File: config.mk
export PLATFORM = sky130hd
export DESIGN_NAME = ring_fifo_param_flat
export DESIGN_NICKNAME = d
export VERILOG_FILES = /design/src/rtl/ring_fifo_pkg.sv /design/src/rtl/ring_fifo_if.sv /design/src/rtl/ring_fifo_mem.sv /design/src/rtl/ring_fifo_param.sv /design/src/flat_wrapper.sv
export SDC_FILE = /design/constraint.sdc
export NUM_CORES = 1
export LEC_CHECK = 0
export CAP_MARGIN = 30
export CELL_PAD_IN_SITES_DETAIL_PLACEMENT = 0
export CELL_PAD_IN_SITES_GLOBAL_PLACEMENT = 1
export CORE_AREA = 2 2 129 131
export DETAILED_ROUTE_END_ITERATION = 8
export DIE_AREA = 0 0 131 133
export GPL_TIMING_DRIVEN = 0
export PLACE_DENSITY_LB_ADDON = 0.2
export SYNTH_ARGS = -nofsm -noshare
export SYNTH_HDL_FRONTEND = slang
export SYNTH_SLANG_ARGS = --single-unit
File: constraint.sdc
create_clock -name clk -period 5.9 [get_ports clk]
set_input_delay 1.77 -clock clk [delete_from_list [all_inputs] [get_ports clk]]
set_output_delay 1.77 -clock clk [all_outputs]
set_load 0.01 [all_outputs]
File: src/rtl/ring_fifo_pkg.sv
// Shared definitions for the ring_fifo family.
//   ptr_width()   : bits needed to address DEPTH entries
//   count_width() : bits needed to hold an occupancy of 0..DEPTH
//   FWFT_*        : read-mode selectors for the FWFT parameter
package ring_fifo_pkg;

  localparam int unsigned FWFT_REGISTERED  = 0;
  localparam int unsigned FWFT_FALLTHROUGH = 1;

  function automatic int unsigned ptr_width(int unsigned depth);
    return (depth > 1) ? $clog2(depth) : 1;
  endfunction

  function automatic int unsigned count_width(int unsigned depth);
    return $clog2(depth + 1);
  endfunction

endpackage

File: src/rtl/ring_fifo_if.sv
// Producer/consumer bundle for ring_fifo_param.
//   master : drives flush, write_en/write_data, read_en; observes data and status
//   slave  : the FIFO side
interface ring_fifo_if #(
  parameter int unsigned WIDTH = 8,
  parameter int unsigned DEPTH = 16
);
  import ring_fifo_pkg::*;

  logic                            flush;
  logic                            write_en;
  logic [WIDTH-1:0]                write_data;
  logic                            read_en;
  logic [WIDTH-1:0]                read_data;
  logic                            read_valid;
  logic                            full;
  logic                            empty;
  logic                            almost_full;
  logic                            almost_empty;
  logic [count_width(DEPTH)-1:0]   count;
  logic                            overflow;
  logic                            underflow;

  modport master (
    output flush, write_en, write_data, read_en,
    input  read_data, read_valid, full, empty, almost_full, almost_empty,
           count, overflow, underflow
  );

  modport slave (
    input  flush, write_en, write_data, read_en,
    output read_data, read_valid, full, empty, almost_full, almost_empty,
           count, overflow, underflow
  );

endinterface

File: src/rtl/ring_fifo_mem.sv
// DEPTH x WIDTH storage for ring_fifo_param.
//   clk     : write clock
//   wr_en   : write strobe, wr_data stored at wr_addr on the rising edge
//   rd_addr : asynchronous read address, rd_data follows combinationally
// Contents are not reset; the owning FIFO never exposes an unwritten slot.
module ring_fifo_mem
  import ring_fifo_pkg::*;
#(
  parameter int unsigned WIDTH = 8,
  parameter int unsigned DEPTH = 16
) (
  input  logic                          clk,
  input  logic                          wr_en,
  input  logic [ptr_width(DEPTH)-1:0]   wr_addr,
  input  logic [WIDTH-1:0]              wr_data,
  input  logic [ptr_width(DEPTH)-1:0]   rd_addr,
  output logic [WIDTH-1:0]              rd_data
);

  logic [WIDTH-1:0] mem [DEPTH];

  always_ff @(posedge clk) begin
    if (wr_en) mem[wr_addr] <= wr_data;
  end

  assign rd_data = mem[rd_addr];

endmodule

File: src/rtl/ring_fifo_param.sv
// Parametrised single-clock ring-buffer FIFO.
//   clk  : clock, all state on rising edge
//   rst  : asynchronous reset, active-low
//   bus  : ring_fifo_if slave (flush, write/read handshake, data, status flags)
// FWFT=0 gives a registered read with a one-cycle read_valid pulse per pop;
// FWFT=1 presents the head entry combinationally and read_en acknowledges it.
module ring_fifo_param
  import ring_fifo_pkg::*;
#(
  parameter int unsigned WIDTH    = 8,
  parameter int unsigned DEPTH    = 16,
  parameter int unsigned AF_LEVEL = 12,
  parameter int unsigned AE_LEVEL = 2,
  parameter int unsigned FWFT     = FWFT_REGISTERED
) (
  input  logic       clk,
  input  logic       rst,
  ring_fifo_if.slave bus
);

  localparam int unsigned PW = ptr_width(DEPTH);
  localparam int unsigned CW = count_width(DEPTH);

  typedef logic [PW-1:0] ptr_t;

  ptr_t             wr_ptr;
  ptr_t             rd_ptr;
  logic [CW-1:0]    count_q;
  logic [WIDTH-1:0] mem_rd_data;
  logic [WIDTH-1:0] read_data_q;
  logic             read_valid_q;
  logic             overflow_q;
  logic             underflow_q;
  logic             empty;
  logic             full;
  logic             pop_ok;
  logic             push_ok;

  // Explicit wrap so non-power-of-2 depths work.
  function automatic ptr_t ptr_inc(ptr_t p);
    return (p == ptr_t'(DEPTH - 1)) ? '0 : p + ptr_t'(1);
  endfunction

  always_comb begin
    empty   = (count_q == '0);
    full    = (count_q == CW'(DEPTH));
    pop_ok  = bus.read_en & ~empty;
    // A pop in the same cycle frees the slot, so a push at full still lands.
    push_ok = bus.write_en & (~full | pop_ok);
  end

  ring_fifo_mem #(
    .WIDTH (WIDTH),
    .DEPTH (DEPTH)
  ) u_mem (
    .clk     (clk),
    .wr_en   (push_ok & ~bus.flush),
    .wr_addr (wr_ptr),
    .wr_data (bus.write_data),
    .rd_addr (rd_ptr),
    .rd_data (mem_rd_data)
  );

  always_ff @(posedge clk or negedge rst) begin
    if (!rst) begin
      wr_ptr       <= '0;
      rd_ptr       <= '0;
      count_q      <= '0;
      read_data_q  <= '0;
      read_valid_q <= 1'b0;
      overflow_q   <= 1'b0;
      underflow_q  <= 1'b0;
    end else if (bus.flush) begin
      // read_data_q deliberately holds across a flush.
      wr_ptr       <= '0;
      rd_ptr       <= '0;
      count_q      <= '0;
      read_valid_q <= 1'b0;
      overflow_q   <= 1'b0;
      underflow_q  <= 1'b0;
    end else begin
      if (push_ok) wr_ptr <= ptr_inc(wr_ptr);
      if (pop_ok)  rd_ptr <= ptr_inc(rd_ptr);
      count_q <= count_q + CW'(push_ok) - CW'(pop_ok);
      if (bus.write_en & ~push_ok) overflow_q  <= 1'b1;
      if (bus.read_en  & ~pop_ok)  underflow_q <= 1'b1;
      // Memory read is taken before this edge's write, so at full with
      // push+pop on the same slot the old entry is returned.
      read_valid_q <= pop_ok & (FWFT == FWFT_REGISTERED);
      if (pop_ok && FWFT == FWFT_REGISTERED) read_data_q <= mem_rd_data;
    end
  end

  always_comb begin
    if (FWFT == FWFT_FALLTHROUGH) begin
      bus.read_data  = empty ? '0 : mem_rd_data;
      bus.read_valid = ~empty;
    end else begin
      bus.read_data  = read_data_q;
      bus.read_valid = read_valid_q;
    end
  end

  assign bus.full         = full;
  assign bus.empty        = empty;
  assign bus.almost_full  = (count_q >= CW'(AF_LEVEL));
  assign bus.almost_empty = (count_q <= CW'(AE_LEVEL));
  assign bus.count        = count_q;
  assign bus.overflow     = overflow_q;
  assign bus.underflow    = underflow_q;

endmodule

File: src/flat_wrapper.sv
// flat-port wrapper written by rule: the top's interface ports become plain ports
module ring_fifo_param_flat import ring_fifo_pkg::*;
#(
  parameter int unsigned WIDTH    = 8,
  parameter int unsigned DEPTH    = 16,
  parameter int unsigned AF_LEVEL = 12,
  parameter int unsigned AE_LEVEL = 2,
  parameter int unsigned FWFT     = FWFT_REGISTERED
)
  (clk, rst, bus_flush, bus_write_en, bus_write_data, bus_read_en, bus_read_data, bus_read_valid, bus_full, bus_empty, bus_almost_full, bus_almost_empty, bus_count, bus_overflow, bus_underflow);
  ring_fifo_if #(.WIDTH(WIDTH), .DEPTH(DEPTH)) bus_i ();
  input  logic clk;
  input  logic rst;
  input wire logic [$bits(bus_i.flush)-1:0] bus_flush;
  input wire logic [$bits(bus_i.write_en)-1:0] bus_write_en;
  input wire logic [$bits(bus_i.write_data)-1:0] bus_write_data;
  input wire logic [$bits(bus_i.read_en)-1:0] bus_read_en;
  output wire logic [$bits(bus_i.read_data)-1:0] bus_read_data;
  output wire logic [$bits(bus_i.read_valid)-1:0] bus_read_valid;
  output wire logic [$bits(bus_i.full)-1:0] bus_full;
  output wire logic [$bits(bus_i.empty)-1:0] bus_empty;
  output wire logic [$bits(bus_i.almost_full)-1:0] bus_almost_full;
  output wire logic [$bits(bus_i.almost_empty)-1:0] bus_almost_empty;
  output wire logic [$bits(bus_i.count)-1:0] bus_count;
  output wire logic [$bits(bus_i.overflow)-1:0] bus_overflow;
  output wire logic [$bits(bus_i.underflow)-1:0] bus_underflow;
  assign bus_i.flush = bus_flush;
  assign bus_i.write_en = bus_write_en;
  assign bus_i.write_data = bus_write_data;
  assign bus_i.read_en = bus_read_en;
  assign bus_read_data = bus_i.read_data;
  assign bus_read_valid = bus_i.read_valid;
  assign bus_full = bus_i.full;
  assign bus_empty = bus_i.empty;
  assign bus_almost_full = bus_i.almost_full;
  assign bus_almost_empty = bus_i.almost_empty;
  assign bus_count = bus_i.count;
  assign bus_overflow = bus_i.overflow;
  assign bus_underflow = bus_i.underflow;
  ring_fifo_param #(.WIDTH(WIDTH), .DEPTH(DEPTH), .AF_LEVEL(AF_LEVEL), .AE_LEVEL(AE_LEVEL), .FWFT(FWFT)) u_core (.clk(clk), .rst(rst), .bus(bus_i));
endmodule
Word level (Yosys, flattened, before mapping):

Memories as Yosys holds them, arrays and structs flattened. A register that Yosys moved wholly into a read port is not among the register bits.
Index checks and enable logic that the tools add are counted.

* add/sub/neg operators: 4
* multiply operators: 0
* div/mod/pow operators: 0
* magnitude comparators: 2
* equal/unequal tests: 3
* shift operators: 0
* mux-type cells: 14
* bitwise operators: 11
* reductions and logical operators: 7

Operators with widths (number)
* $mux 4: 6
* $add 4x1->4 const B: 2
* $eq 4x4->1 const B: 2
* $reduce_bool 2->1: 4
* $mux 1: 7
* $add 5x1->5: 1
* $and 1x1->1: 5
* $eq 5x5->1 const B: 1
* $ge 5x4->1 const B: 1
* $le 5x2->1 const B: 1
* $logic_not 5->1: 1
* $mux 5: 1
* $not 1->1: 5
* $sub 5x1->5: 1
* $reduce_and 2->1: 1
* $logic_not 1->1: 1
* $or 1x1->1: 1

* register bits after elaboration: 16
* latch bits: 0
* RAM bits: 128
* bits in read-only memories: 0
* word-level logic and storage cells: 48
* memories kept: 1

Memory list
* u_core.u_mem.mem: words 16, width 8, read ports 1, clocked after memory_dff 1, wr ports 1, line ring_fifo_mem.sv:20 `logic [WIDTH-1:0] mem [DEPTH];`

Logic depth before layout (Yosys ltp):

Gate-level depths: netlist of the first run.

* word-level depth: 9
* depth in mapped cells: 14

By module:

From an unflattened synthesis of the first run, not the netlist that was laid out.

* cells, all modules: 333
* area, all modules: 6261.0 um^2

Modules (own cells, without submodules)
* ring_fifo_mem: times used 1, cells an instance 221, area an instance 4987.3 um^2
* ring_fifo_param: times used 1, cells an instance 112, area an instance 1273.7 um^2

Worst setup path before layout of the first run:

OpenSTA, ideal clock, no wires.

* path kind: in2reg
* start point: input port bus_read_en
* end point: memory u_core.u_mem.mem[0][0], enable pin
* library setup time: 0.383 ns
* data arrival time: 3.112 ns
* required time: 5.517 ns
* path slack: 2.405 ns
* cell stages on the path: 5
* cells stage by stage: buf_2 -> inv_1 -> a211oi_1 -> nand2_1 -> nor3_1

* longest elaborated chain between the ends: 6

Ends and longest elaborated chain
* start, declared: line flat_wrapper.sv:17 `input wire logic [$bits(bus_i.read_en)-1:0] bus_read_en;`
* $and 1x1->1: line ring_fifo_param.sv:47 `pop_ok = bus.read_en & ~empty;`
* $or 1x1->1: line ring_fifo_param.sv:49 `push_ok = bus.write_en & (~full | pop_ok);`
* $and 1x1->1: line ring_fifo_param.sv:49
* $and 1x1->1: line ring_fifo_param.sv:57 `.wr_en (push_ok & ~bus.flush),`
* $mux 1: line ring_fifo_mem.sv:23 `if (wr_en) mem[wr_addr] <= wr_data;`
* $mux 1 (implied by the code): line ring_fifo_mem.sv:23
* end, declared: line ring_fifo_mem.sv:20

No other way between the ends.

Worst setup path after layout of the first run:

* start point: register u_core.count_q[2], in the netlist u_core.bus.count[2]
* end point: output port bus_empty

* longest elaborated chain between the ends: 1

Ends and longest elaborated chain
* start, declared: line ring_fifo_param.sv:28 `logic [CW-1:0] count_q;`
* start signal, assigned: line ring_fifo_param.sv:84 `count_q <= count_q + CW'(push_ok) - CW'(pop_ok);`
* $logic_not 5->1: line ring_fifo_param.sv:45 `empty = (count_q == '0);`
* end, declared: line flat_wrapper.sv:21 `output wire logic [$bits(bus_i.empty)-1:0] bus_empty;`

No other way between the ends.

==> results of run 1 <==
==> tightest hold or removal path, cell delays in order (launching register included) <==
cell	delay, ns
dfrtp_1	0.34
nand2_1	0.04
o21ai_0	0.06
==> placed cells by master (no fill, tap or decap), types with 3 or more instances in the layout <==
| cell type | Yosys | layout |
|---|---|---|
| a21oi_1 | 10 | 10 |
| buf_1 | 3 | 3 |
| buf_2 | 8 | 12 |
| buf_6 | 3 | 3 |
| clkbuf_16 | 0 | 17 |
| clkdlybuf4s50_1 | 0 | 30 |
| clkinv_2 | 1 | 3 |
| clkinv_4 | 0 | 3 |
| dfrtp_1 | 24 | 24 |
| edfxtp_1 | 128 | 128 |
| ha_1 | 15 | 15 |
| inv_1 | 18 | 18 |
| inv_6 | 1 | 4 |
| mux2i_1 | 16 | 16 |
| mux4_2 | 32 | 32 |
| nand2_1 | 18 | 18 |
| nand2b_1 | 3 | 3 |
| nand3_1 | 3 | 3 |
| nor2_1 | 22 | 22 |
| nor3_1 | 4 | 4 |
| o21ai_0 | 4 | 4 |
| o221ai_2 | 6 | 6 |
| xnor2_1 | 3 | 3 |
==> per-stage QoR <==
step                      power, mW  cell area (um2)  instances  setup slack, ns
after floorplan               1.727             6339        352            2.405
after global placement        1.971             6914        602            1.345
after detailed placement      1.980             6962        607            1.685
after CTS                     3.039             7540        639            1.803
after global routing          3.156             7540        639            1.731
final                         3.008             7540        639            1.824
==> flip-flops by register name (all words and copies together), names as in the netlist <==
signal and count:
u_core.bus.count 5, u_core.bus.overflow 1, u_core.bus.read_data 8, u_core.wr_ptr 4, u_core.u_mem.mem 128, u_core.bus.underflow 1
u_core.bus.read_valid 1, u_core.rd_ptr 4
==> cell usage after synthesis (all sizes together) <==
| cell | number |
|---|---|
| a21o | 1 |
| xnor2 | 3 |
| a211oi | 1 |
| ha | 15 |
| o21bai | 2 |
| mux2i | 16 |
| o211ai | 2 |
| nand2b | 3 |
| fa | 1 |
| mux4 | 32 |
| or4 | 1 |
| o21ai | 5 |
| or3 | 3 |
| nand4bb | 1 |
| a21oi | 10 |
| clkinv | 1 |
| edfxtp | 128 |
| inv | 19 |
| clkbuf | 1 |
| o221ai | 6 |
| nand3 | 3 |
| nand2 | 20 |
| xor2 | 2 |
| nor3 | 4 |
| a311o | 2 |
| dfrtp | 24 |
| or2 | 1 |
| mux2 | 1 |
| buf | 17 |
| o41ai | 1 |
| or4b | 1 |
| a31oi | 2 |
| nor2b | 1 |
| nor2 | 22 |
==> worst paths after layout <==
kind | to | depth (start not counted)
min in group asynchronous | u_core.wr_ptr[0] | 1
max in group asynchronous | u_core.bus.read_data[6] | 2
hold reg to reg | u_core.bus.read_data[4] | 2
setup / recovery | bus_empty | 5
hold / removal | u_core.bus.read_data[4] | 2
setup reg to reg | u_core.bus.count[4] | 14
==> logic make-up (layout without fill, tap and decap cells) <==
| family | count (synthesis) | in the layout | share of synthesized area, % |
|---|---|---|---|
| AOI/OAI and AO/OA | 32 | 32 | 3.968 |
| and+or+nand+nor | 60 | 60 | 4.718 |
| muxes | 49 | 49 | 14.07 |
| xor gates and xnor gates | 5 | 5 | 0.6910 |
| buffers and inverters | 38 | 105 | 3.158 |
| DFF | 152 | 152 | 70.11 |
| adders and majority gates | 16 | 16 | 3.277 |
==> cell type report <==
cell class                 instances  area (um2)
buffer                            18       118.9
clock buffer                      18       429.2
clock inverter                    14       148.9
fill                            1401        8632
inverter                          20       81.33
multi-input combinational        162        1694
sequential                       152        4444
tap                              220       275.3
timing repair buffer              35       347.8
==> report_power, final <==
group	total, mW	switching (mW)	leakage, nW	internal (mW)
Sequential	1.26	0.0396	1.47	1.22
Clock	1.06	0.430	0.282	0.626
Combinational	0.687	0.334	0.800	0.354
Total	3.01	0.804	2.55	2.20
==> metal layers <==
layer,wire [um],up-vias,track usage [%]
met2,5648,67,22.51
li1,-,1470,-
met5,0,-,0
met1,5726,1630,21.97
met4,193,0,6.324
met3,495,18,3.518
==> impl_summary.md, run 1 <==
Outcome
The flow ran to the end, and the final reports show no timing, DRC or antenna violations.

Setup path
The data arrival at the endpoint of the critical path is 2.31 ns. The startpoint kind of the worst setup timing path is a register. In this run the register-to-register setup slack is 2.85 ns. The critical path is of the reg -> out type. The critical path goes through inv_1, ha_1, or4b_4, clkinv_2, clkdlybuf4s50_1.

The source of the worst register-to-register timing path is u_core.bus.count[2]. The number of buffer and inverter instances along the worst setup path is 3. The cell with the largest stage delay on the worst path is or4b_4.

The family with the most delay on the worst path is buffers and inverters. At the worst endpoint, the required time is 4.13 ns. In this design, the stage delay of the slowest critical-path cell is 0.53 ns. The peak fanout along the critical path is 5. The sort of element at the end of the critical path is a primary output.

The origin of the worst setup path is u_core.bus.count[2].

Hold path
The startpoint of the lowest-slack hold path is u_core.bus.read_data[4]. The path class of the tightest hold or removal check is reg -> reg.

Logic synthesis
After synthesis the cells add up to 6339 um2. The share of the Yosys chip area taken by registers is 70.11%. Synthesis handed over a netlist of 352 instances. The count of state elements after synthesis is 152. By area the synthesized netlist is led by edfxtp_1, mux4_2, dfrtp_1. Dividing the synthesized area by the synthesized cell count gives 18.01 um2. The proportion of netlist area held by the largest area contributor is 60.64%. For this run, the number of Yosys warnings is 0. When the netlist entered floorplanning its net count stood at 381. Summed over all instances, the cell type with the most area after synthesis is edfxtp_1. Yosys mapped the design onto 43 distinct sky130hd cell types.

Clock network
Clock tree synthesis selected as its root buffer the cell clkbuf_16. Post-CTS timing repair inserted 0 buffers for setup. Clock-pin slew was measured on the worst setup and hold paths at 0.06 ns.

In this run the number of H-tree levels came out at 4. The number of gates given a new drive strength after cts is 0. The buffer levels on the longest clock path is 2. The clock drives 152 sinks. Counting the buffers created by CTS gives 17.

The later pin in the worst-skew pair is clocked with a latency of 0.42 ns. TritonCTS built the clock tree. The total of hold buffers inserted after clock tree synthesis is 0.

Placement
The port buffer count is 30. The detailed placer's ending HPWL is 8236 um. The routability congestion estimate from global placement is 0.7528.

Timing
The final worst hold slack is 0.4805 ns. The setup TNS after final layout is 0 ns. The headroom to the max-slew limit is 41.79%. The number of failing hold endpoints at the final stage is 0. Counting I/O delays and the setup requirement, the final critical path takes 4.076 ns.

For this run, the top clock speed supported by timing is 0.2454 GHz. The final number of max-transition violations was 0. The transition time of the tightest slew-check pin is 0.8699 ns. Setup violations remaining at the end of the flow were counted as 0. Setup repair after global routing left no endpoint under its margin. The setup clock skew after layout is 0.01045 ns.

The worst path uses 69.08% of the clock period.

Die
The core region is 16,170 um2. The total die area is 17,420 um2. The initialized floorplan defines 47 standard-cell rows. The die is 131 um wide.

Measured along the y axis, the die boundary spans 133 um. The I/O pin count is 33. The initial core utilization is 39.20%.

Cells and area
The final cell utilization of the core is 46.62%. The number of antenna diodes in the final layout is 0. The area growth from synthesis to layout is 18.95%.

The fraction of layout cells with a size suffix above 1 is 22.43%. In the final design database the tool counted 435 nets.

Job
The number of max-cap violations is 0.

Pwr
The leakage power figure is 2.548 nW. The power density over the cells is 398.9 nW/um2. The maximum vdd drop is 0.2409 mV.

Global route
Entering global routing, the biggest net connects 19 pins. The initial antenna violation count came to 0. The wire length of the first global-routing pass is 19,100 um. The global router's overall resource usage is 15.30%. The number of global-route vias before repair is 3,284. The leftover overflow at the end of global routing is 0.

Route
In the routed design, unresolved DRC markers number 0. The first TritonRoute pass finished after 4 iterations. The overall via count from detail_route is 3,185.

The post-detailed-route count of antenna-violating nets is 0. The average vias per placed instance is 4.984. The total routed wirelength is 12,060 um.

The count of routing violations after the opening detailed-route iteration is 314. The average wire per standard cell is 18.88 um.
Power figures use the tool's default switching activity.
==> run 2, diff against run 1 <==
==> constraint.sdc (replaced) <==
create_clock -name clk -period 4.25 [get_ports clk]
set_input_delay 1.275 -clock clk [delete_from_list [all_inputs] [get_ports clk]]
set_output_delay 1.275 -clock clk [all_outputs]
set_load 0.01 [all_outputs]
==> results of run 2 <==
The final DEF is identical to that of run 1. Status: finished, final reports clean.
Among the figures that moved: setup slack after placement 1.685 ns -> 0.5297 ns; setup slack after layout 1.824 ns -> 0.6692 ns; register-to-register setup slack 2.85 ns -> 1.20 ns; total power 3.008 mW -> 4.175 mW; worst IR drop on VDD 0.2409 mV -> 0.3344 mV
==> run 3, diff against run 2 <==
==> constraint.sdc (replaced) <==
create_clock -name clk -period 3.2 [get_ports clk]
set_input_delay 0.96 -clock clk [delete_from_list [all_inputs] [get_ports clk]]
set_output_delay 0.96 -clock clk [all_outputs]
set_load 0.01 [all_outputs]
==> run 3 against run 2 <==
Compared with the run above:
- largest power group unchanged
- clock power increased by 33%
- hold slack improved by 0.00086 ns
- highest routed layer unchanged
- global-route usage about the same
- setup slack got worse by 0.47 ns
- critical path depth increased by 10
- critical endpoint is now u_core.bus.count[4]
- count of clock-buffer cells in the layout unchanged
==> impl_summary.md, run 3 (synthesis results as in run 1) <==
Placement
The worst slack at placement is -0.2053 ns. In this run the tool buffered the top-level ports with 30 buffer cells. The routability congestion estimate from global placement is 0.7528. The wire-length estimate of the detail-placed layout is 8236 um. The area of placed instances is 6962 um2.

Route
The first detailed-routing pass ran for 4 iterations. The post-detailed-route count of antenna-violating nets is 0. The average vias per placed instance is 5.003. Dividing the detail-routed wire length by the instance count gives 18.85 um. The post-detailed-route DRC marker count is 0. Across all layers, the routed design uses 3,207 vias. For this block, the initial DRC count from the detailed router was 316.

The routed design has 12,080 um of wire.

Global route
For this run, the total global-route usage over all layers was measured as 15.33%. The first global-routing pass estimated 19,180 um of wire. The most used routing layer in global routing is met2. The met3 track utilization from global routing is 3.518%.

For met2 alone, demand over resource in global routing was 22.71%. Entering global routing, the biggest net connects 19 pins. The initial antenna violation count was 0. The total overflow left after global routing is 0. The number of global-route vias before repair is 3,313. The met1 global-route usage is 21.89%.

Cells and area
The post-route netlist has 23.52% of its cells at a drive strength greater than 1. The area growth from synthesis to layout is 19.31%. Cells fill 46.76% of the core in the end. The number of nets at the end of the flow is 437.

Once layout is done, the placed cells without fillers occupy 7562 um2. The register with the most flip-flops in the layout has 128 of them. Leaving out fill and tap cells, the most frequent cells in the layout are edfxtp_1, mux4_2, clkdlybuf4s50_1.

Leaving out fill and tap cells, the most frequent cell in the layout is edfxtp_1. The number of antenna cells inserted is 0. Counting flops per register, the top entry is u_core.u_mem.mem. The filler cell count in the final layout is 1,400.

Die
The floorplan has 47 rows. The die is 133 um tall. In this run the standard cell core region covers 16,170 um2.

The total die area is 17,420 um2. The die boundary width is 131 um. The initial core utilization is 39.20%. In this run the count of I/O pins placed on the die edge is 33.

Timing
The final number of max-transition violations is 0. Headroom to the max-slew limit came out at 39.76%. The post-route minimum period is 2.998 ns. Across all setup checks in the final design, the least slack found is 0.2016 ns. The final critical path takes up 93.70% of the cycle. The transition time of the tightest slew-check pin is 0.9003 ns. The clock arrives with 0.01500 ns of skew. The fmax is 0.3335 GHz.

Setup repair after global routing left no endpoint under its margin. The count of final setup violators is 0. The number of failing hold endpoints at the final stage is 0.

Clock network
For the worst-skew pair, the clock arrives at the later sink with an insertion delay of 0.43 ns. CTS built an H-tree with a depth of 4. TritonCTS created 17 clock buffers. The clock-pin slew reported for the worst setup and hold paths after clock tree synthesis is 0.06 ns. The buffer levels on the longest clock path is 2. TritonCTS built the clock tree. Clock tree synthesis found a total of 152 sinks. The root buffer cell is clkbuf_16. The total of hold buffers inserted after clock tree synthesis is 0.

Setup path
The peak fanout along the critical path is 5. The data arrival at the endpoint of the critical path is 3.29 ns. Data on the critical path is required at its endpoint by 3.49 ns. The sort of element at the end of the critical path is a register.

The category of the most critical setup path is reg -> reg. The startpoint kind of the worst setup timing path is a register.

Pwr
The leakage power figure is 2.569 nW. The power density over the cells is 736.6 nW/um2. The maximum vdd drop is 0.4477 mV.

Job
The number of max-cap violations is 0.

Hold path
In this run the worst hold path is classified as reg -> reg.

Outcome
The run finished with clean final reports.
==> run 3: metal layers <==
layer  up-vias  routed length [um]
met2        73                5722
met4         0                 194
li1       1475                   -
met5         -                   0
met3        15                 481
met1      1644                5685
==> run 3: path summary, 6_finish.rpt <==
kind / cells after the start / endpoint / slack, ns / start
max: 15 / u_core.bus.count[4] / 0.20 / u_core.bus.count[2]
min: 2 / u_core.bus.read_data[4] / 0.48 / u_core.bus.read_data[4]
max reg2reg: 15 / u_core.bus.count[4] / 0.20 / u_core.bus.count[2]
min reg2reg: 2 / u_core.bus.read_data[4] / 0.48 / u_core.bus.read_data[4]
max in group asynchronous: 2 / u_core.bus.read_data[6] / 1.88 / rst
min in group asynchronous: 1 / u_core.bus.overflow / 0.86 / rst
==> run 3: metrics by stage <==
stage / TNS, ns / instances / hold slack, ns / total power, mW
after global routing: 0 / 641 / 0.5351 / 5.846
after floorplan: 0 / 352 / 0.5103 / 3.183
final: 0 / 641 / 0.4814 / 5.570
after CTS: 0 / 641 / 0.4888 / 5.624
after global placement: -25.66 / 602 / 0.4633 / 3.635
after detailed placement: -14.24 / 607 / 0.4752 / 3.651
==> run 3: repair_timing <==
action | in CTS | in global routing
buffers inserted | 2 | 0
gates resized for setup | 1 | 3
pin swaps | 0 | 1
setup endpoints to repair | 1 | 2
==> run 3: layout make-up <==
cell class	count	area [um2]	area share [%]
timing repair buffer	37	365.4	4.831
sequential	152	4444	58.77
clock inverter	14	148.9	1.969
tap	220	275.3	3.640
clock buffer	18	429.2	5.675
inverter	20	81.33	1.075
multi-input combinational	162	1699	22.47
buffer	18	118.9	1.572
==> run 3: critical path: stages (launching register included) <==
cell and delay [ns]:
dfrtp_1 0.38, inv_1 0.11, ha_2 0.20, or4b_4 0.48, buf_4 0.17, nand2_2 0.11, inv_1 0.05, ha_1 0.26
inv_1 0.06, ha_1 0.18, inv_1 0.06, fa_2 0.36, o21bai_1 0.14, a21oi_1 0.10, xnor2_1 0.16, nor2_1 0.05
==> run 3: power breakdown <==
group	internal [mW]	leakage (nW)	switching, mW	total (mW)
Combinational	0.670	0.821	0.622	1.29
Clock	1.15	0.282	0.796	1.95
Sequential	2.26	1.47	0.0710	2.33
Total	4.08	2.57	1.49	5.57
